--- config.mk ---
export PLATFORM = sky130hd
export DESIGN_NAME = bullet_pool_flat
export DESIGN_NICKNAME = d
export VERILOG_FILES = /design/src/rtl/bullet_pool_if.sv /design/src/rtl/bullet_pool.sv /design/src/flat_wrapper.sv
export SDC_FILE = /design/constraint.sdc
export NUM_CORES = 1
export LEC_CHECK = 0
export ABC_AREA = 1
export CAP_MARGIN = 20
export CORE_MARGIN = 5
export CORE_UTILIZATION = 55
export CTS_BUF_LIST = sky130_fd_sc_hd__clkbuf_4 sky130_fd_sc_hd__clkbuf_8
export DETAILED_ROUTE_END_ITERATION = 7
export GPL_TIMING_DRIVEN = 0
export HOLD_SLACK_MARGIN = 0.15
export PLACE_DENSITY = 0.81
export SYNTH_ARGS = -nofsm -noshare
export SYNTH_HDL_FRONTEND = slang
export SYNTH_SLANG_ARGS = --single-unit
--- constraint.sdc ---
create_clock -name clk -period 5.9 [get_ports clk]
set_clock_uncertainty 0.1 [all_clocks]
set_input_delay 1.18 -clock clk [delete_from_list [all_inputs] [get_ports clk]]
set_output_delay 1.18 -clock clk [all_outputs]
set_load 0.1 [all_outputs]
--- src/rtl/bullet_pool_if.sv ---
// Fire-request handshake between player/enemy control logic and the bullet pool.
// Latency: none (wires only); fire_ack is a registered one-cycle pulse from the pool.
// Backpressure: requester holds fire_req until fire_ack; fire_full shows every slot is live.
// Ports: master = requester (drives req/x/y/dir), slave = bullet_pool (drives ack/full).
interface bullet_pool_if #(
  parameter int X_W = 10,
  parameter int Y_W = 10
);
  logic           fire_req;
  logic [X_W-1:0] fire_x;
  logic [Y_W-1:0] fire_y;
  logic           fire_dir;
  logic           fire_ack;
  logic           fire_full;

  modport master (
    output fire_req, fire_x, fire_y, fire_dir,
    input  fire_ack, fire_full
  );

  modport slave (
    input  fire_req, fire_x, fire_y, fire_dir,
    output fire_ack, fire_full
  );
endinterface

--- src/rtl/bullet_pool.sv ---
// Pool of N_BULLETS bullet slots: fire allocation, per-frame movement, round sprite render.
// Latency: fire accepted at the clock edge (ack + live same cycle); pix_on/pix_id 1 cycle after pix_x/pix_y.
// Backpressure: fire_req waits unacked while all slots are live or the shot cooldown is running.
// Ports: clk, rst_n (async active-low), frame_tick, fire (slave handshake), hit_clr (per-slot retire),
//        active (live mask), pix_x/pix_y (scan position) -> pix_on/pix_id (registered render).
module bullet_pool #(
  parameter int N_BULLETS = 4,
  parameter int SIZE      = 6,
  parameter int X_W       = 10,
  parameter int Y_W       = 10,
  parameter int SCREEN_H  = 480,
  parameter int SPEED     = 4,
  parameter int COOLDOWN  = 8
) (
  input  logic                 clk,
  input  logic                 rst_n,
  input  logic                 frame_tick,
  bullet_pool_if.slave         fire,
  input  logic [N_BULLETS-1:0] hit_clr,
  output logic [N_BULLETS-1:0] active,
  input  logic [X_W-1:0]       pix_x,
  input  logic [Y_W-1:0]       pix_y,
  output logic                 pix_on,
  output logic [2:0]           pix_id
);
  // +2 keeps the counter at least one bit wide when COOLDOWN is 0.
  localparam int             CW      = $clog2(COOLDOWN + 2);
  localparam logic [CW-1:0]  COOL_LD = CW'(COOLDOWN);
  localparam logic [Y_W:0]   SPD     = (Y_W+1)'(SPEED);
  localparam logic [Y_W:0]   Y_MAX   = (Y_W+1)'(SCREEN_H - SIZE);
  localparam logic [X_W:0]   SZ_X    = (X_W+1)'(SIZE);
  localparam logic [Y_W:0]   SZ_Y    = (Y_W+1)'(SIZE);

  logic [N_BULLETS-1:0] live_q, live_d;
  logic [N_BULLETS-1:0] dir_q, dir_d;
  logic [X_W-1:0]       x_q [N_BULLETS];
  logic [X_W-1:0]       x_d [N_BULLETS];
  logic [Y_W-1:0]       y_q [N_BULLETS];
  logic [Y_W-1:0]       y_d [N_BULLETS];
  logic [CW-1:0]        cool_q, cool_d;
  logic                 ack_q;
  logic                 pix_on_q, pix_on_d;
  logic [2:0]           pix_id_q, pix_id_d;

  logic                 accept;
  logic [2:0]           slot;

  // Lowest-index dead slot, taken from the registered live mask so a slot
  // retired by hit_clr this cycle is only reusable from the next cycle.
  always_comb begin
    slot = '0;
    for (int i = N_BULLETS - 1; i >= 0; i--) begin
      if (!live_q[i]) slot = 3'(i);
    end
  end

  // ack_q blocks the cycle right after an ack so a slow-dropping req gives one bullet.
  assign accept = fire.fire_req && !ack_q && !(&live_q) && (cool_q == '0);

  // Per-slot next state: hit_clr > fire load > movement.
  always_comb begin
    live_d = live_q;
    dir_d  = dir_q;
    x_d    = x_q;
    y_d    = y_q;
    for (int i = 0; i < N_BULLETS; i++) begin
      if (hit_clr[i] && live_q[i]) begin
        live_d[i] = 1'b0;
      end else if (accept && (slot == 3'(i))) begin
        live_d[i] = 1'b1;
        x_d[i]    = fire.fire_x;
        y_d[i]    = fire.fire_y;
        dir_d[i]  = fire.fire_dir;
      end else if (frame_tick && live_q[i]) begin
        if (!dir_q[i]) begin
          if ({1'b0, y_q[i]} < SPD) live_d[i] = 1'b0;
          else                      y_d[i]    = y_q[i] - SPD[Y_W-1:0];
        end else begin
          if (({1'b0, y_q[i]} + SPD) > Y_MAX) live_d[i] = 1'b0;
          else                                y_d[i]    = y_q[i] + SPD[Y_W-1:0];
        end
      end
    end
  end

  // A fresh shot reloads the counter even if a frame_tick lands in the same cycle.
  always_comb begin
    cool_d = cool_q;
    if (accept)                             cool_d = COOL_LD;
    else if (frame_tick && (cool_q != '0))  cool_d = cool_q - 1'b1;
  end

  // Distance of a sprite cell from the sprite centre, in half-pixels.
  function automatic int fold(input logic [4:0] d);
    int t;
    t = 2 * int'(d) - (SIZE - 1);
    return (t < 0) ? -t : t;
  endfunction

  // Offsets use one extra bit so a scan left of / above a bullet wraps to a
  // large value instead of aliasing into the sprite box.
  logic [X_W:0]         dx [N_BULLETS];
  logic [Y_W:0]         dy [N_BULLETS];
  logic [N_BULLETS-1:0] lit;

  always_comb begin
    lit      = '0;
    pix_id_d = '0;
    for (int i = 0; i < N_BULLETS; i++) begin
      dx[i]  = {1'b0, pix_x} - {1'b0, x_q[i]};
      dy[i]  = {1'b0, pix_y} - {1'b0, y_q[i]};
      lit[i] = live_q[i] && (dx[i] < SZ_X) && (dy[i] < SZ_Y) &&
               ((fold(dx[i][4:0]) + fold(dy[i][4:0])) <= SIZE);
    end
    for (int i = N_BULLETS - 1; i >= 0; i--) begin
      if (lit[i]) pix_id_d = 3'(i);
    end
    pix_on_d = |lit;
  end

  always_ff @(posedge clk or negedge rst_n) begin
    if (!rst_n) begin
      live_q   <= '0;
      dir_q    <= '0;
      cool_q   <= '0;
      ack_q    <= 1'b0;
      pix_on_q <= 1'b0;
      pix_id_q <= '0;
      for (int i = 0; i < N_BULLETS; i++) begin
        x_q[i] <= '0;
        y_q[i] <= '0;
      end
    end else begin
      live_q   <= live_d;
      dir_q    <= dir_d;
      x_q      <= x_d;
      y_q      <= y_d;
      cool_q   <= cool_d;
      ack_q    <= accept;
      pix_on_q <= pix_on_d;
      pix_id_q <= pix_id_d;
    end
  end

  assign fire.fire_ack  = ack_q;
  assign fire.fire_full = &live_q;
  assign active         = live_q;
  assign pix_on         = pix_on_q;
  assign pix_id         = pix_id_q;
endmodule

--- src/flat_wrapper.sv ---
// flat-port wrapper written by rule: the top's interface ports become plain ports
module bullet_pool_flat 
#(
  parameter int N_BULLETS = 4,
  parameter int SIZE      = 6,
  parameter int X_W       = 10,
  parameter int Y_W       = 10,
  parameter int SCREEN_H  = 480,
  parameter int SPEED     = 4,
  parameter int COOLDOWN  = 8
)
  (clk, rst_n, frame_tick, hit_clr, active, pix_x, pix_y, pix_on, pix_id, fire_fire_req, fire_fire_x, fire_fire_y, fire_fire_dir, fire_fire_ack, fire_fire_full);
  bullet_pool_if #(.X_W(X_W), .Y_W(Y_W)) fire_i ();
  input  logic clk;
  input  logic rst_n;
  input  logic frame_tick;
  input  logic [N_BULLETS-1:0] hit_clr;
  output logic [N_BULLETS-1:0] active;
  input  logic [X_W-1:0] pix_x;
  input  logic [Y_W-1:0] pix_y;
  output logic pix_on;
  output logic [2:0] pix_id;
  input wire logic [$bits(fire_i.fire_req)-1:0] fire_fire_req;
  input wire logic [$bits(fire_i.fire_x)-1:0] fire_fire_x;
  input wire logic [$bits(fire_i.fire_y)-1:0] fire_fire_y;
  input wire logic [$bits(fire_i.fire_dir)-1:0] fire_fire_dir;
  output wire logic [$bits(fire_i.fire_ack)-1:0] fire_fire_ack;
  output wire logic [$bits(fire_i.fire_full)-1:0] fire_fire_full;
  assign fire_i.fire_req = fire_fire_req;
  assign fire_i.fire_x = fire_fire_x;
  assign fire_i.fire_y = fire_fire_y;
  assign fire_i.fire_dir = fire_fire_dir;
  assign fire_fire_ack = fire_i.fire_ack;
  assign fire_fire_full = fire_i.fire_full;
  bullet_pool #(.N_BULLETS(N_BULLETS), .SIZE(SIZE), .X_W(X_W), .Y_W(Y_W), .SCREEN_H(SCREEN_H), .SPEED(SPEED), .COOLDOWN(COOLDOWN)) u_core (.clk(clk), .rst_n(rst_n), .frame_tick(frame_tick), .fire(fire_i), .hit_clr(hit_clr), .active(active), .pix_x(pix_x), .pix_y(pix_y), .pix_on(pix_on), .pix_id(pix_id));
endmodule
======== Yosys cells after proc, flatten, opt, wreduce, memory -nomap -nowiden ========
Cells that the tools add are included.
Widths: inputs -> output; s select.
word-level totals
  bits in writable memories ............... 0
  register bits ........................... 96
  latch bits .............................. 0
  ROM bits ................................ 0
  input port bits ......................... 49
  logic and storage cells ................. 230
  memories kept ........................... 0
  output and inout port bits .............. 10
cells by class
  $add $sub $neg .......................... 41
  bitwise gates (word level) .............. 4
  shifts and indexed selects .............. 0
  reduce and logical (&&, ||, !) cells .... 60
  mux-type cells .......................... 62
  div/mod/pow operators ................... 0
  multipliers ............................. 0
  equality and inequality tests ........... 15
  order comparisons ....................... 28
operators with widths
  cell                   number
  $lt 32x1->1 const B    8
  $mux 32                8
  $neg 32->32            8
  $mux 10                20
  $add 32x32->32         4
  $le 32x4->1 const B    4
  $lt 11x3->1 const B    8
  $sub 10x10->11         8
  $sub 6x3->7 const B    8
  $add 10x3->11 const B  4
  $gt 11x9->1 const B    4
  $add 10x3->10 const B  4
  $lt 10x3->1 const B    4
  $sub 10x3->10 const B  4
  $logic_and 1x1->1      28
  $mux 1                 24
  $reduce_and 4->1       5
  $reduce_bool 4->1      5
  $ne 4x4->1 const B     4
  $ne 3x1->1 const B     4
  $ne 3x3->1 const B     4
  $reduce_and 3->1       4
  $reduce_bool 3->1      4
  $mux 2                 5
  other kinds (12)       27

======== Depth between registers and ports, before layout ========
Gate-level depths: netlist of run 1.
  word-level depth ........................ 11
  mapped depth ............................ 26
  depth with buffers taken out ............ 26

======== Least setup slack after synthesis of run 1 ========
OpenSTA, ideal clock, no wires.
  kind .................................... input-to-reg
  from .................................... input port pix_y[0]
  to ...................................... register u_core.pix_id_q[1], in the netlist u_core.pix_id[1]
  stages on the path ...................... 25
  data arrival time ....................... 3.861 ns
  library setup time ...................... 0.120 ns
  required time ........................... 5.680 ns
  slack ................................... 1.819 ns
  buffers on the path ..................... 0
  path through ............................ inv_1 -> ha_1 -> inv_1 -> fa_1 -> nand3_1 -> nand3_1 -> xor2_1 -> nor2_1 -> nand2_1 -> nand2_1 -> xor2_1 -> inv_1 -> ha_1 -> inv_1 -> nand2_1 -> nor2_1 -> nand2_1 -> nor2_1 -> nand3b_1 -> nor2_1 -> nand4_1 -> nor3_1 -> nand4_1 -> nand2_1 -> nor2_1
on the way
  word-level cells in the longest chain between the ends .. 11
  elaborated cells on any way between the ends .. 44
  classes of those cells .................. add/sub: 16; order compare: 12; mux: 8; reduce/logical: 8
ends and longest elaborated chain
  what                                               RTL line            source
  start: declaration                                 flat_wrapper.sv:20  input logic [Y_W-1:0] pix_y;
  $sub 10x10->11                                     bullet_pool.sv:111  dy[i] = {1'b0, pix_y} - {1'b0, y_q[i]};
  $sub 6x3->7                                        bullet_pool.sv:96   t = 2 * int'(d) - (SIZE - 1);
  $neg 32->32 / $lt 32x1->1 (equally long branches)  bullet_pool.sv:97   return (t < 0) ? -t : t;
  $mux 32                                            bullet_pool.sv:97
  $add 32x32->32                                     bullet_pool.sv:113  ((fold(dx[i][4:0]) + fold(dy[i][4:0])) <= SIZE);
  $le 32x4->1                                        bullet_pool.sv:113
  $logic_and 1x1->1                                  bullet_pool.sv:112  lit[i] = live_q[i] && (dx[i] < SZ_X) && (dy[i] < SZ_Y) &&
  $mux 2 (3 in a row)                                bullet_pool.sv:116  if (lit[i]) pix_id_d = 3'(i);
  $mux 2 *                                           bullet_pool.sv:116
  named net u_core.pix_id_d[1]                       bullet_pool.sv:43   logic [2:0] pix_id_q, pix_id_d;
  end signal: assignment                             bullet_pool.sv:141  pix_id_q <= pix_id_d;
  end: declaration                                   bullet_pool.sv:43
Mark *: on every way through the listed nets, which the timed path passes. The rest lies on a longest branch.
A chain may end at the register's enable or synchronous reset.

======== Final worst setup path of run 1 ========
  from .................................... input port pix_y[0]
  to ...................................... register u_core.pix_id_q[0], in the netlist u_core.pix_id[0]
Same word-level chain as after synthesis.

==> results.sh, run 1 <==
export IMPL_area_growth_pct=9.891
export IMPL_whs_ns=0.4081
export IMPL_yosysTopAreaCell="dfrtp_1"
export IMPL_cp_required_ns=6.10
export IMPL_grt_overflow=0
export IMPL_setup_tns_ns=0
export IMPL_grt_pass1_wl_mm=49.82
export IMPL_synth_edf_count=0
export IMPL_p_sw_frac=0.5061
export IMPL_syn_avg_cell_area_sq_um=6.546
export IMPL_p_int_uw=1921
export IMPL_cp_start_kind="input port"
export IMPL_layout_nets=1971
export IMPL_ant_nets=0
export IMPL_ys_flop_type="dfrtp_1"
export IMPL_grt_max_degree=61
export IMPL_cts_setup_buffers=0
export IMPL_die_area_sq_um=23430
export IMPL_worst_path_max_fanout=5
export IMPL_min_path_type="reg -> reg"
export IMPL_slew_headroom=0.3437
export IMPL_clock_latency_ns=0.40
export IMPL_clk_pin_slew_ns=0.11
export IMPL_clock_power_share=0.112
export IMPL_drive_gt1_frac=0.04236
export IMPL_grt_usage=0.2533
export IMPL_wl_mm=29.94
export IMPL_finalHoldViolCount=0
export IMPL_ys_seq_area_frac=0.2134
export IMPL_drv_cap=0
export IMPL_cp_data_arrival_time_ns=5.09
export IMPL_vias=11350
export IMPL_critPathTopFamily="simple AND/OR/NAND/NOR gates"
export IMPL_cts_tree="built"
export IMPL_antenna_found_initial=0
export IMPL_htree_num_levels=3
export IMPL_powerDensity_nw_per_um2=314.4
export IMPL_netlist_area_leader_share=0.2134
export IMPL_finalSetupViolations=0
export IMPL_antenna_cells=0
export IMPL_drv_slew=0
export IMPL_initial_core_util=0.5582
export IMPL_io_buffer_count=57
export IMPL_async_reset_ff_frac=1.000
export IMPL_syn_instance_count=1720
export IMPL_p_seq_frac=0.223
export IMPL_syn_num_nets=1902
export IMPL_critical_path_class="in -> reg"
export IMPL_drt_vias_per_instance=5.501
export IMPL_die_height_um=153.1
export IMPL_first_global_vias=10830
export IMPL_rows=52
export IMPL_yosys_top_cells_count="nand2_1, inv_1, nand3_1"
export IMPL_coreArea_sq_um=20170
export IMPL_ir_drop_mv=0.1812
export IMPL_power_uw=3889
export IMPL_drtIter0Drc=875
export IMPL_drc=0
export IMPL_yosysWarnings=0
export IMPL_rsz0062_at_grt="false"
export IMPL_setup_worst_path_end_class="flop"
export IMPL_cts_sinks=96
export IMPL_gp_congestion=0.9538
export IMPL_ys_types=53
export IMPL_cp_cell_sequence="clkdlybuf4s50_1 > inv_1 > ha_1 > inv_1 > fa_1 > nand3_1 > nand3_1 > xor2_1 > nor2_1 > nand2_1 > xor2_1 > ha_1 > inv_1 > nand2_1 > nand3b_1 > nand2_1 > nand3b_1 > nor2_1 > nand4_1 > nor3_1 > nand4_1 > a21oi_1"
export IMPL_die_w_um=153.1
export IMPL_dp_hpwl_mm=24.61
export IMPL_synth_most_common_cell="nand2_1"
export IMPL_tightest_slew_ns=0.9814
export IMPL_pin_count=59
export IMPL_cts_made_buffers=9
export IMPL_clock_path_buffers=2
export IMPL_syn_area_sq_um=11260
export IMPL_critPathSlowestCell="clkdlybuf4s50_1"
export IMPL_pwr_share_comb=0.664
export IMPL_critPathBufInv=4
export IMPL_synth_area_leaders="dfrtp_1, nand2_1, ha_1"
export IMPL_netSwitchingPower_uw=1969
export IMPL_cts_hold_buf=0
export IMPL_p_leak_uw=0.006599
export IMPL_ys_ff_latch=96
export IMPL_dr_pass1_iters=6
export IMPL_outcome="completed"
export IMPL_clockRootBuffer="clkbuf_8"
export IMPL_cts_resized=0
export IMPL_fin_crit_sh=0.8302
export IMPL_wl_per_cell_um=14.51
export IMPL_period_needed_ns=4.898
export IMPL_max_freq_mhz=204.2
export IMPL_max_stage_delay_ns=0.46
per-stage QoR:
| stage | cells | setup WS (ns) | cell area (sq um) | util |
|---|---|---|---|---|
| finish | 2064 | 1.002 | 12370 | 0.6134 |
| CTS | 2064 | 0.9901 | 12370 | 0.6134 |
| floorplan | 1720 | 1.819 | 11260 | - |
| global placement | 2047 | -0.3348 | 12170 | 0.6032 |
| detailed placement | 2048 | 0.5761 | 12190 | 0.6045 |
| global route | 2064 | 0.6268 | 12370 | 0.6134 |
worst reg2reg max path: stages (launching register included):
cell	delay, ns
dfrtp_1	0.46
inv_1	0.22
ha_1	0.36
a21oi_1	0.23
nand2_1	0.09
xor2_1	0.16
nor2_1	0.17
nand2_1	0.16
xor2_1	0.27
ha_1	0.28
inv_1	0.05
nand2_1	0.06
nand3b_1	0.08
nand2_1	0.05
nand3b_1	0.17
nor2_1	0.10
nand4_1	0.09
nor3_1	0.16
nand4_1	0.16
a21oi_1	0.27
power groups by stage:
stage / clock network [uW] / registers (uW) / logic [uW]
2_1_floorplan: 0 / 876 / 2000
3_3_place_gp: 0 / 875 / 2450
3_5_place_dp: 0 / 879 / 2550
4_1_cts: 441 / 867 / 2570
5_1_grt: 471 / 884 / 2980
6_report: 438 / 869 / 2580
layer usage:
metal / vias to the layer above / global-route usage / wire length, um / share of wire
met3: 53 / 0.03732 / 1880 / 0.063
met1: 5255 / 0.3299 / 13140 / 0.44
met4: 0 / 0.07722 / 766 / 0.026
met5: - / 0 / 0 / 0
met2: 314 / 0.4356 / 14160 / 0.47
li1: 5732 / - / - / -
cell families after synthesis:
kind of cell / Yosys count / share of synthesized area
AND/OR/NAND/NOR: 834 / 0.3284
buffers and inverters: 310 / 0.1081
AO/OA/AOI/OAI: 259 / 0.1289
adder cells (fa/ha/maj): 133 / 0.1531
flip-flops: 96 / 0.2134
XOR/XNOR: 87 / 0.06768
other: 1 / 0.0003331
state kept, by name, summed over array words and instances (netlist names):
register,count
u_core.dir_q,4
u_core.pix_on,1
u_core.active,4
u_core.fire.fire_ack,1
u_core.pix_id,2
u_core.y_q,40
u_core.x_q,40
u_core.cool_q,4
cells in the final DEF (no fill, tap or decap), types with 8 or more instances in the layout:
cell type | Yosys | routed
clkbuf_8 | 0 | 9
a21oi_1 | 67 | 67
nor3_1 | 25 | 25
clkdlybuf4s50_1 | 0 | 56
xnor2_1 | 17 | 17
inv_2 | 12 | 12
ha_1 | 125 | 125
nor2_1 | 93 | 93
o21ai_0 | 117 | 117
nand3_1 | 144 | 144
dfrtp_1 | 96 | 96
xor2_1 | 70 | 70
inv_1 | 267 | 267
nand4_1 | 34 | 34
fa_1 | 8 | 8
nand2_1 | 490 | 490
o21bai_1 | 9 | 9
clkbuf_1 | 14 | 14
o21ai_1 | 27 | 27
o211ai_1 | 9 | 9
nand3b_1 | 18 | 18
worst paths after layout:
kind	cells past startpoint	to	startpoint	slack, ns
worst max register to register	19	u_core.pix_id[0]	u_core.y_q[22]	2.11
worst min register to register	2	u_core.x_q[10]	u_core.x_q[10]	0.41
max in group asynchronous	2	u_core.y_q[34]	rst_n	4.36
min in group asynchronous	1	u_core.x_q[3]	rst_n	0.65
worst max-delay path	22	u_core.pix_id[0]	pix_y[0]	1.00
worst min-delay path	2	u_core.x_q[10]	u_core.x_q[10]	0.41
cell type report:
class	count	area, sq um
fill	1895	7797
multi-input combinational	1314	7639
sequential	96	2402
inverter	282	1064
timing repair buffer	58	595.6
tap	270	337.8
buffer	28	153.9
clock buffer	9	123.9
clock inverter	7	56.30
Power figures use the tool's default switching activity.
==> run 2: changes to the inputs <==
==> constraint.sdc (replaced) <==
create_clock -name clk -period 4.58 [get_ports clk]
set_clock_uncertainty 0.1 [all_clocks]
set_input_delay 0.916 -clock clk [delete_from_list [all_inputs] [get_ports clk]]
set_output_delay 0.916 -clock clk [all_outputs]
set_load 0.1 [all_outputs]
==> results.sh, run 2 (same netlist as run 1, synthesis figures left out) <==
export IMPL_outcome="completed"
export IMPL_grt_max_degree=61
export IMPL_p_leak_uw=0.006639
export IMPL_slew_headroom=0.3437
export IMPL_htree_num_levels=3
export IMPL_rows=52
export IMPL_p_int_uw=2526
export IMPL_cts_tree="built"
export IMPL_die_w_um=153.1
export IMPL_first_global_vias=10830
export IMPL_drv_cap=0
export IMPL_critical_path_class="in -> reg"
export IMPL_die_height_um=153.1
export IMPL_netSwitchingPower_uw=2592
export IMPL_cts_made_buffers=9
export IMPL_die_area_sq_um=23430
export IMPL_pwr_share_comb=0.671
export IMPL_max_freq_mhz=228.1
export IMPL_p_seq_frac=0.219
export IMPL_wl_per_cell_um=14.63
export IMPL_final_common_cell="nand2_1"
export IMPL_finalHoldViolCount=0
export IMPL_grt_overflow=0
export IMPL_finalSetupViolations=0
export IMPL_worst_path_max_fanout=4
export IMPL_grt_usage=0.2533
export IMPL_max_stage_delay_ns=0.53
export IMPL_critPathBufInv=3
export IMPL_tightest_slew_ns=0.9814
export IMPL_cp_data_arrival_time_ns=4.60
export IMPL_clock_latency_ns=0.40
export IMPL_final_core_util=0.6197
export IMPL_io_buffer_count=57
export IMPL_clock_power_share=0.110
export IMPL_postLayoutSetupSlackWorst_ns=0.1962
export IMPL_antenna_found_initial=0
export IMPL_vias=11360
export IMPL_cp_required_ns=4.80
export IMPL_setup_worst_path_end_class="flop"
export IMPL_initial_core_util=0.5582
export IMPL_cp_start_kind="input port"
export IMPL_wl_mm=30.27
export IMPL_clk_pin_slew_ns=0.10
export IMPL_dp_hpwl_mm=24.61
export IMPL_critPathSlowestCell="clkdlybuf4s50_1"
export IMPL_fillCellCount=1879
export IMPL_ff_latch_area_sq_um=2402
export IMPL_min_path_type="in -> async"
export IMPL_drive_gt1_frac=0.05837
export IMPL_whs_ns=0.3914
export IMPL_fin_crit_sh=0.9572
export IMPL_ant_nets=0
export IMPL_powerDensity_nw_per_um2=409.4
export IMPL_clockRootBuffer="clkbuf_8"
export IMPL_drc=0
export IMPL_pin_count=59
export IMPL_place_ws_ns=-0.4799
export IMPL_dr_pass1_iters=6
export IMPL_antenna_cells=0
export IMPL_period_needed_ns=4.384
export IMPL_final_cell_mix="nand2_1, inv_1, nand3_1"
export IMPL_p_sw_frac=0.5065
export IMPL_reg2reg_slack_ns=0.89
export IMPL_cts_sinks=96
export IMPL_drt_vias_per_instance=5.491
export IMPL_critPathTopFamily="simple AND/OR/NAND/NOR gates"
export IMPL_cp_cell_sequence="clkdlybuf4s50_1 > inv_2 > ha_1 > inv_1 > fa_1 > a22oi_1 > nand3_2 > nand2_1 > xor2_1 > ha_1 > nor3_1 > nand2_1 > nor2_1 > nand3_1 > nor2_1 > nand3_1 > nor2_1 > nand4_1 > nor2_2 > nand2_1 > a21oi_2"
export IMPL_coreArea_sq_um=20170
export IMPL_layout_nets=1976
export IMPL_area_growth_pct=11.02
export IMPL_grt_pass1_wl_mm=49.82
export IMPL_multi_input_area_sq_um=7727
export IMPL_clock_path_buffers=2
export IMPL_gp_congestion=0.9538
export IMPL_reg_largest_list="u_core.x_q: 40 flops, u_core.y_q: 40 flops"
export IMPL_drtIter0Drc=921
export IMPL_drv_slew=0
export IMPL_ir_drop_mv=0.2335
## run 2: cell count changes in the layout (fill, tap and decap cells not counted), sizes merged
| cell | before | now |
|---|---|---|
| clkdlybuf4s50 | 56 | 54 |
| dlygate4sd2 | 0 | 1 |
| buf | 16 | 21 |
| dlymetal6s2s | 0 | 1 |
## run 2: final timing paths
path	startpoint	endpoint	cells after the start
setup / recovery	pix_y[0]	u_core.pix_id[0]	21
hold / removal	rst_n	u_core.x_q[3]	1
setup reg to reg	u_core.y_q[22]	u_core.pix_id[1]	20
hold reg to reg	u_core.x_q[30]	u_core.x_q[30]	2
max in group asynchronous	rst_n	u_core.y_q[34]	2
min in group clk	u_core.x_q[30]	u_core.x_q[30]	2
## run 2: power by group through the flow
| stage | clock network, uW | registers [uW] | logic (uW) |
|---|---|---|---|
| floorplan | 0 | 1130 | 2580 |
| global placement | 0 | 1130 | 3150 |
| detailed placement | 0 | 1130 | 3280 |
| CTS | 568 | 1120 | 3310 |
| global route | 606 | 1140 | 3930 |
| finish | 563 | 1120 | 3430 |
## run 2: what timing repair did
item                                    CTS  global route
hold buffers                              0             0
pin swaps                                 0             7
buffers inserted                          0             5
gates resized for setup                   2            24
hold endpoints to repair                  0             0
endpoints found under the setup margin    1             3
## run 2: final cells by class
cell class / instances / share of cell area
plain buffers: 28 / 0.01231
clock buffers: 9 / 0.009910
clock inverters: 7 / 0.004505
inverters: 282 / 0.08509
multi-input cells: 1314 / 0.6182
flip-flops and latches: 96 / 0.1922
well taps: 270 / 0.02703
repair buffers: 63 / 0.05075
## run 2: layer usage
| layer | global-route usage | vias up | share of wire |
|---|---|---|---|
| met5 | 0 | - | 0 |
| met2 | 0.4356 | 307 | 0.47 |
| met4 | 0.07722 | 0 | 0.025 |
| met3 | 0.03732 | 54 | 0.069 |
| met1 | 0.3299 | 5264 | 0.43 |
| li1 | - | 5736 | - |
## run 2: stage by stage
step | cells | instance area, sq um | total power, uW | setup TNS (ns)
detailed placement | 2048 | 12190 | 4415 | -1.233
finish | 2069 | 12500 | 5118 | 0
floorplan | 1720 | 11260 | 3705 | 0
CTS | 2064 | 12370 | 4992 | 0
global route | 2069 | 12500 | 5676 | -0.06317
global placement | 2047 | 12170 | 4281 | -133.75
==> run 3: changes to the inputs <==
--- a/config.mk
+++ b/config.mk
@@ -14,6 +14,7 @@
 export GPL_TIMING_DRIVEN = 0
 export HOLD_SLACK_MARGIN = 0.15
 export PLACE_DENSITY = 0.81
+export SKIP_LAST_GASP = 1
 export SYNTH_ARGS = -nofsm -noshare
 export SYNTH_HDL_FRONTEND = slang
 export SYNTH_SLANG_ARGS = --single-unit
==> constraint.sdc (replaced) <==
create_clock -name clk -period 4.4 [get_ports clk]
set_clock_uncertainty 0.1 [all_clocks]
set_input_delay 0.88 -clock clk [delete_from_list [all_inputs] [get_ports clk]]
set_output_delay 0.88 -clock clk [all_outputs]
set_load 0.1 [all_outputs]
==> results.sh, run 3 (same netlist as run 1, synthesis figures left out) <==
export IMPL_max_freq_mhz=232.6
export IMPL_grt_max_degree=61
export IMPL_cp_data_arrival_time_ns=4.48
export IMPL_cp_start_kind="input port"
export IMPL_fin_crit_sh=0.9770
export IMPL_p_sw_frac=0.5045
export IMPL_drc=0
export IMPL_cts_sinks=96
export IMPL_wl_per_cell_um=14.65
export IMPL_setup_tns_ns=0
export IMPL_vias=11440
export IMPL_final_common_cell="nand2_1"
export IMPL_reg_largest_list="u_core.x_q: 40 flops, u_core.y_q: 40 flops"
export IMPL_first_global_vias=10840
export IMPL_critPathLaunch="pix_y[2]"
export IMPL_clockRootBuffer="clkbuf_8"
export IMPL_ir_drop_mv=0.2494
export IMPL_gp_congestion=0.9538
export IMPL_pwr_share_comb=0.678
export IMPL_cts_made_buffers=9
export IMPL_grt_pass1_wl_mm=49.89
export IMPL_critical_path_class="in -> reg"
export IMPL_drv_cap=0
export IMPL_tightest_slew_ns=0.9814
export IMPL_dr_pass1_iters=6
export IMPL_powerDensity_nw_per_um2=428.9
export IMPL_critPathSlowestCell="clkdlybuf4s50_1"
export IMPL_cp_cell_sequence="clkdlybuf4s50_1 > ha_1 > a21oi_1 > nand2_1 > xor2_1 > nor2_2 > nand2_2 > buf_4 > xor2_2 > ha_1 > inv_1 > nand2_1 > nand3b_1 > nand2_1 > nand3b_1 > nor2_1 > nand4_1 > nor3_1 > nand4_1 > nand2_1 > nor2_1"
export IMPL_io_buffer_count=57
export IMPL_clk_pin_slew_ns=0.10
export IMPL_drt_vias_per_instance=5.511
export IMPL_wl_mm=30.39
export IMPL_drive_gt1_frac=0.07368
export IMPL_antenna_found_initial=0
export IMPL_finalSetupViolations=0
export IMPL_cp_common_cell="nand2_1"
export IMPL_grt_usage=0.2537
export IMPL_period_needed_ns=4.299
export IMPL_ant_nets=0
export IMPL_cts_hold_buf=0
export IMPL_die_w_um=153.1
export IMPL_clock_path_buffers=2
export IMPL_r2r_start="u_core.y_q[22]"
export IMPL_clock_latency_ns=0.39
export IMPL_p_leak_uw=0.006707
export IMPL_dp_cells=2048
export IMPL_fillCellCount=1834
export IMPL_die_height_um=153.1
export IMPL_setup_worst_path_end_class="flop"
export IMPL_coreArea_sq_um=20170
export IMPL_htree_num_levels=3
export IMPL_outcome="completed"
export IMPL_initial_core_util=0.5582
export IMPL_pin_count=59
export IMPL_die_area_sq_um=23430
export IMPL_worst_path_max_fanout=7
export IMPL_place_ws_ns=-0.6239
export IMPL_area_growth_pct=12.67
export IMPL_rows=52
export IMPL_finalHoldViolCount=0
export IMPL_slew_headroom=0.3437
export IMPL_min_path_type="in -> async"
export IMPL_clock_power_share=0.107
export IMPL_stdcell_count=2075
export IMPL_dp_hpwl_mm=24.61
export IMPL_netSwitchingPower_uw=2745
export IMPL_p_seq_frac=0.214
export IMPL_postLayoutSetupSlackWorst_ns=0.1012
export IMPL_layout_nets=1982
export IMPL_final_cell_mix="nand2_1, inv_1, nand3_1"
export IMPL_final_core_util=0.6289
export IMPL_cts_tree="built"
export IMPL_drtIter0Drc=943
export IMPL_grt_overflow=0
export IMPL_p_int_uw=2696
export IMPL_max_stage_delay_ns=0.61
export IMPL_critPathBufInv=3
export IMPL_critPathTopFamily="simple AND/OR/NAND/NOR gates"
export IMPL_drv_slew=0
export IMPL_antenna_cells=0
export IMPL_cp_required_ns=4.58
## run 3: changes by cell type in the layout (fill, tap and decap cells not counted), moves of 3 or more
cell / change
buf_4: +5
nand2_2: +4
nand2_1: -4
nand3_1: -3
clkdlybuf4s50_1: -3
xor2_1: -6
inv_1: -3
xor2_2: +6
## run 3: power by group through the flow
stage	Combinational (uW)	Clock, uW	Sequential [uW]
after global routing	4210	631	1190
after detailed placement	3420	0	1180
after floorplan	2680	0	1170
final	3690	584	1170
after CTS	3450	592	1160
after global placement	3280	0	1170
## run 3: layout make-up
cell class / count / area (sq um) / area share
Buffer: 28 / 153.9 / 0.01213
Inverter: 282 / 1066 / 0.08404
Multi-Input combinational cell: 1314 / 7849 / 0.6188
Sequential cell: 96 / 2402 / 0.1894
Timing Repair Buffer: 69 / 695.7 / 0.05484
Clock buffer: 9 / 123.9 / 0.009765
Clock inverter: 7 / 56.30 / 0.004439
Tap cell: 270 / 337.8 / 0.02663
## run 3: routing by layer
layer	global-route usage	routed length (um)	vias up
met5	0	0	-
met4	0.07764	813	0
met3	0.03619	2238	54
met2	0.4364	14370	365
met1	0.3309	12970	5270
li1	-	-	5747
## run 3: worst register-to-register path, delay by kind of cell, from the launching register on
family / cells / cell delay [ns]
DFF: 1 / 0.47
AOI/OAI and AO/OA: 1 / 0.25
adders and majority gates: 2 / 0.71
buffers and inverters: 3 / 0.38
and+or+nand+nor: 13 / 1.43
xor gates and xnor gates: 2 / 0.32
## run 3: stage by stage
stage | total power (uW) | hold slack [ns] | area [sq um]
2_1_floorplan | 3857 | 0.3570 | 11260
3_3_place_gp | 4456 | 0.3774 | 12170
3_5_place_dp | 4596 | 0.3855 | 12190
4_1_cts | 5204 | 0.3584 | 12390
5_1_grt | 6024 | 0.3970 | 12680
6_report | 5441 | 0.3514 | 12680
## run 3: what timing repair did
item	4_1_cts	5_1_grt
endpoints found under the setup margin	3	3
resized for setup	8	48
pin swaps	0	23
buffers inserted	0	11
## run 3: final timing paths
kind                               endpoint  slack, ns  cells past startpoint
hold / removal                u_core.x_q[3]       0.35                      1
setup / recovery           u_core.pix_id[1]       0.10                     21
max in group asynchronous    u_core.y_q[34]       3.16                      2
hold reg to reg              u_core.x_q[20]       0.41                      2
min in group clk             u_core.x_q[20]       0.41                      2
setup reg to reg           u_core.pix_id[1]       0.64                     21
==> patch 1: new RTL, settings of run 2 <==
`X_W` is set to 10 in 3 places; all go to 5.
--- a/src/rtl/bullet_pool_if.sv
+++ b/src/rtl/bullet_pool_if.sv
@@ -5,3 +5,3 @@
 interface bullet_pool_if #(
-  parameter int X_W = 10,
+  parameter int X_W = 5,
   parameter int Y_W = 10
--- a/src/rtl/bullet_pool.sv
+++ b/src/rtl/bullet_pool.sv
@@ -8,3 +8,3 @@
   parameter int SIZE      = 6,
-  parameter int X_W       = 10,
+  parameter int X_W       = 5,
   parameter int Y_W       = 10,
--- a/src/flat_wrapper.sv
+++ b/src/flat_wrapper.sv
@@ -5,3 +5,3 @@
   parameter int SIZE      = 6,
-  parameter int X_W       = 10,
+  parameter int X_W       = 5,
   parameter int Y_W       = 10,
Ports: changed (resized fire_fire_x and pix_x); port bits go from 59 to 49. No check against the original RTL was run, so the function may have changed too.
==> patch 1 against run 2 <==
Sequential cell count down 20; cell area down 17%; power down 17%; worst setup slack better by 0.057 ns; non-clock buffer count down 14; maximum frequency up 1.3%; clock power down 12%; critical endpoint unchanged; core utilization up 0.80 points; wire length down 20%; synthesized area down 18%; critical path depth up 2.
==> patch 1: results (changes against run 2) <==
Synth
  – Synth top area cells: dfrtp_1, nand2_1, ha_1
  – Commonest cells post-synth: nand2_1, inv_1, nand3_1
  – Mapped Nets: 1559 (-18%)
  – Netlist cell types: 47 (-11%)
  – Sequential area share after synthesis: 20.6% (-0.70 points)
  – Post-synth top flop: dfrtp_1

STA
  – Fmax: 231 MHz (+1.3%)
  – Rel. slew slack: 35.1% (+0.72 points)
  – Final hold slack: 0.346 ns (-0.0456 ns)

Pwr
  – Pleak: 5.38 nW (-19%)
  – Switching Fraction: 50.2% (-0.42 points)
  – Maximum VDD drop: 497 uV (+110%)

Critical path
  – R2r endpoint: u_core.pix_id[0]
  – Worst Setup SP: pix_x[0]
  – R2R cell count: 21 (+5.0%)
  – CP max stage delay: 0.48 ns (-0.05 ns)
  – Crit path DAT: 4.54 ns (-0.06 ns)
  – Reg2reg start: u_core.y_q[32]
  – R2R setup slack: 0.89 ns (about the same)
  – Critical-path top delay cell: fa_2

Drt
  – Met3 wire length: 1600 um (-23%)
  – Met2 wire len: 11600 um (-19%)
  – Via count: 9212 (-19%)
  – Pre-antenna DRT Iters: 6 (unchanged)
  – Routed met1 length: 10400 um (-21%)
  – Post-Route WL: 24200 um (-20%)
  – DR iter-0 viols: 693 (-25%)

Global routing
  – Largest net degree at the start of global routing: 50 (-18%)
  – Global Route Usage Sum: 24.0% (-1.3 points)
  – Vias in the first global route: 8368 (-23%)
  – Initial antenna violation count: 0 (unchanged)
  – First-pass GRT wire length: 38900 um (-22%)

Placed design
  – Gpl congestion: 0.958 (+0.45%)
  – Detailed Place HPWL: 19400 um (-21%)
  – PortBufs: 47 (-18%)
  – Dpl ws: -0.408 ns (+0.0719 ns)

Clock tree
  – Register clock-pin slew on the reported worst setup and hold paths: 0.09 ns
  – Cts bufs inserted: 9 (unchanged)
  – Root Driver: clkbuf_8
  – Clock latency on the worst-skew pair: 0.39 ns

Layout
  – Largest regs: u_core.y_q (40), u_core.x_q (20)
  – Fill cells: 1520 (-19%)
  – Share of cells above drive strength 1: 6.91% (+1.1 points)

Status
  – Outcome: finished clean
==> patch 1: changes by cell type after synthesis, moves of 20 or more <==
cell / change
nand2_1: -121
o21ai_1: -24
ha_1: -20
nand3_1: -26
o21ai_0: -20
dfrtp_1: -20
inv_1: -35
==> patch 1: cell type report <==
cell class,count,area share (%)
flip-flops and latches,76,18.3
repair buffers,54,5.25
clock buffers,10,1.33
plain buffers,23,1.11
inverters,242,8.80
clock inverters,5,0.362
multi-input cells,1066,62.2
well taps,220,2.65
==> patch 1: power by group through the flow <==
stage	Sequential (mW)	Clock (mW)	Combinational (mW)
after detailed placement	0.925	0	2.72
after global routing	0.929	0.527	3.29
final	0.916	0.495	2.86
after floorplan	0.921	0	2.15
after global placement	0.922	0	2.63
after CTS	0.912	0.503	2.73
==> patch 1: repair_timing <==
action / in CTS / in global routing
setup endpoints to repair: 1 / 3
gates resized for setup: 1 / 42
pin swaps: 0 / 14
setup buffers: 0 / 6
==> patch 1: layer usage <==
metal | track usage, % | vias up
li1 | - | 4669
met1 | 31.4 | 4230
met2 | 41.0 | 277
met3 | 3.26 | 36
met4 | 8.08 | 0
met5 | 0 | -
==> patch 1: logic make-up after synthesis <==
logic type,count (synthesis),synth area share [%]
other,1,0.0407
buffers and inverters,265,11.1
adder cells (fa/ha/maj),113,16.0
flip-flops,76,20.6
multiplexers,1,0.122
AND/OR/NAND/NOR,663,31.7
XOR/XNOR,89,8.46
AO/OA/AOI/OAI,199,11.9
==> patch 1: through the flow <==
stage	instances	power (mW)	instance area [um2]	util, %
global route	1696	4.74	10400	62.8
detailed placement	1675	3.64	9980	60.4
finish	1696	4.27	10400	62.8
floorplan	1407	3.07	9210	-
CTS	1690	4.14	10200	61.5
global placement	1674	3.55	9960	60.3
==> patch 2: new RTL, flow settings as in run 2 <==
Made on the original files. Reset style: synchronous (`rst_n`), changed in one clocked block. Comments in the files are not updated.
--- a/src/rtl/bullet_pool.sv
+++ b/src/rtl/bullet_pool.sv
@@ -120,3 +120,3 @@
 
-  always_ff @(posedge clk or negedge rst_n) begin
+  always_ff @(posedge clk) begin
     if (!rst_n) begin
Function: differs if rst_n is asserted again (counterexample within 4 cycles, from zero or initial values and one cycle with rst_n low); with rst_n held inactive, the same outputs for 4 cycles.
==> patch 2 against run 2 <==
Power is 7.1% higher; core utilization rose by 0.12 points; critical endpoint is now u_core.pix_id[1]; sequential cell count unchanged; worst setup slack worse by 0.019 ns; register-to-register slack worse by 0.13 ns; wire length is 9.9% higher; cell area is 0.84% higher; critical path type unchanged; synthesized area grew 1.1%; die area increased by 1.0%.
==> patch 2: results (changes against run 2) <==
Drt
  – Routed vias/inst: 5.45 (-0.83%)
  – Post-Route WL: 33300 um (+9.9%)
  – DR iter-0 viols: 1109 (+20%)
  – Via count: 12200 (+7.5%)
  – Pre-antenna DRT Iters: 8 (+2)

Synth
  – Commonest cells post-synth: nand2_1, inv_1, nor2_1
  – Mapped Nets: 2080 (+9.4%)
  – Sequential area share after synthesis: 16.9% (-4.5 points)
  – Mean Syn Cell Area: 6.00 um2 (-8.3%)
  – Netlist cell types: 47 (-11%)
  – Post-synth top flop: dfxtp_1
  – Async set-or-reset flop fraction in the synthesized netlist: 0% (-100 points)
  – Total number of yosys warnings: 0 (unchanged)
  – Synth top area cells: dfxtp_1, nand2_1, ha_1

Critical path
  – Crit path DAT: 4.62 ns (+0.02 ns)
  – Crit-path max FO: 5 (+1)
  – Crit-path leading delay family: simple AND/OR/NAND/NOR gates
  – CP max stage delay: 0.47 ns (-0.06 ns)
  – Critical-path top delay cell: fa_1

Placed design
  – Placed Area: 12300 um2 (+0.80%)
  – Dpl ws: -0.481 ns (-0.00148 ns)
  – Gpl congestion: 0.954 (about the same)
  – PortBufs: 57 (unchanged)
  – DP Cell Count: 2224 (+8.6%)
  – Detailed Place HPWL: 27100 um (+10%)

Clock tree
  – Clock latency on the worst-skew pair: 0.39 ns
  – Root Driver: clkbuf_8
  – Register clock-pin slew on the reported worst setup and hold paths: 0.10 ns (about the same)
  – Cts bufs inserted: 9 (unchanged)
  – Max clock buf depth: 2 (unchanged)
  – Htree depth: 3 (unchanged)

Pwr
  – Pleak: 6.30 nW (-5.1%)
  – Power, Total: 5.48 mW (+7.1%)
  – Maximum VDD drop: 253 uV (+8.1%)

Status
  – Outcome: finished clean

Layout
  – Nets: 2151 (+8.9%)
  – Largest regs: u_core.x_q (40), u_core.y_q (40)
  – Diode count: 0 (unchanged)
  – Share of cells above drive strength 1: 4.71% (-1.1 points)
  – Fill cells: 1979 (+5.3%)

Global routing
  – Vias in the first global route: 11200 (+3.1%)
  – First-pass GRT wire length: 52700 um (+5.7%)
  – Largest net degree at the start of global routing: 18 (-70%)
  – Global Route Usage Sum: 27.0% (+1.6 points)
  – Initial antenna violation count: 0 (unchanged)

STA
  – Worst slew pin tran: 0.986 ns (+0.00428 ns)

Hold path
  – Hold Path Class: flip-flop to flip-flop
patch 2: cell types whose count changed after synthesis, moves of 10 or more:
cell,delta
a21oi_1,+71
o21ai_1,-26
dfxtp_1,+96
inv_1,+45
inv_2,-11
nand3b_1,-10
nor2_1,+96
dfrtp_1,-96
nand3_1,+23
patch 2: metrics by stage:
stage | hold WS, ns | TNS [ns]
6_report | 0.367 | 0
5_1_grt | 0.381 | -0.0576
4_1_cts | 0.371 | 0
3_5_place_dp | 0.356 | -1.37
3_3_place_gp | 0.344 | -1.06
2_1_floorplan | 0.333 | 0
patch 2: where the power goes:
group          internal, mW  switching [mW]  total, mW
Combinational          1.38            2.36       3.74
Sequential            0.990           0.133       1.12
Clock                 0.269           0.352      0.621
Total                  2.63            2.85       5.48
patch 2: cells by family after synthesis:
group / Yosys count / synth area share, %
flip-flops: 96 / 16.9
adder cells (fa/ha/maj): 134 / 15.3
AO/OA/AOI/OAI: 306 / 14.5
XOR/XNOR: 82 / 6.31
buffers and inverters: 361 / 12.6
AND/OR/NAND/NOR: 917 / 34.4
other: 1 / 0.0329
patch 2: layer usage:
layer,share of wire [%],track usage (%)
met5,0,0
met2,46,45.8
met4,3.6,10.1
met1,43,34.6
met3,7.1,4.02
patch 2: final timing paths:
path	from	endpoint	slack, ns	cells past startpoint
hold / removal	u_core.x_q[14]	u_core.x_q[14]	0.37	2
setup reg to reg	u_core.y_q[2]	u_core.pix_id[0]	0.76	26
hold reg to reg	u_core.x_q[14]	u_core.x_q[14]	0.37	2
setup / recovery	pix_y[0]	u_core.pix_id[1]	0.18	25
patch 2: final cells by class:
class	count	area [um2]	area share (%)
plain buffers	43	233	1.85
clock buffers	10	131	1.04
clock inverters	6	76.3	0.606
inverters	318	1200	9.49
multi-input cells	1440	8110	64.4
flip-flops and latches	96	1920	15.2
well taps	270	338	2.68
repair buffers	60	597	4.73
patch 2: what timing repair did:
action                     CTS  global route
resized for setup            2            27
setup buffers                0             3
pin swaps                    0             6
gates cloned                 0             0
setup endpoints to repair    3             3
patch 2: worst min-delay path, cell delays in order (launching register included):
cell,delay (ns)
dfxtp_1,0.31
inv_1,0.06
a21oi_1,0.06
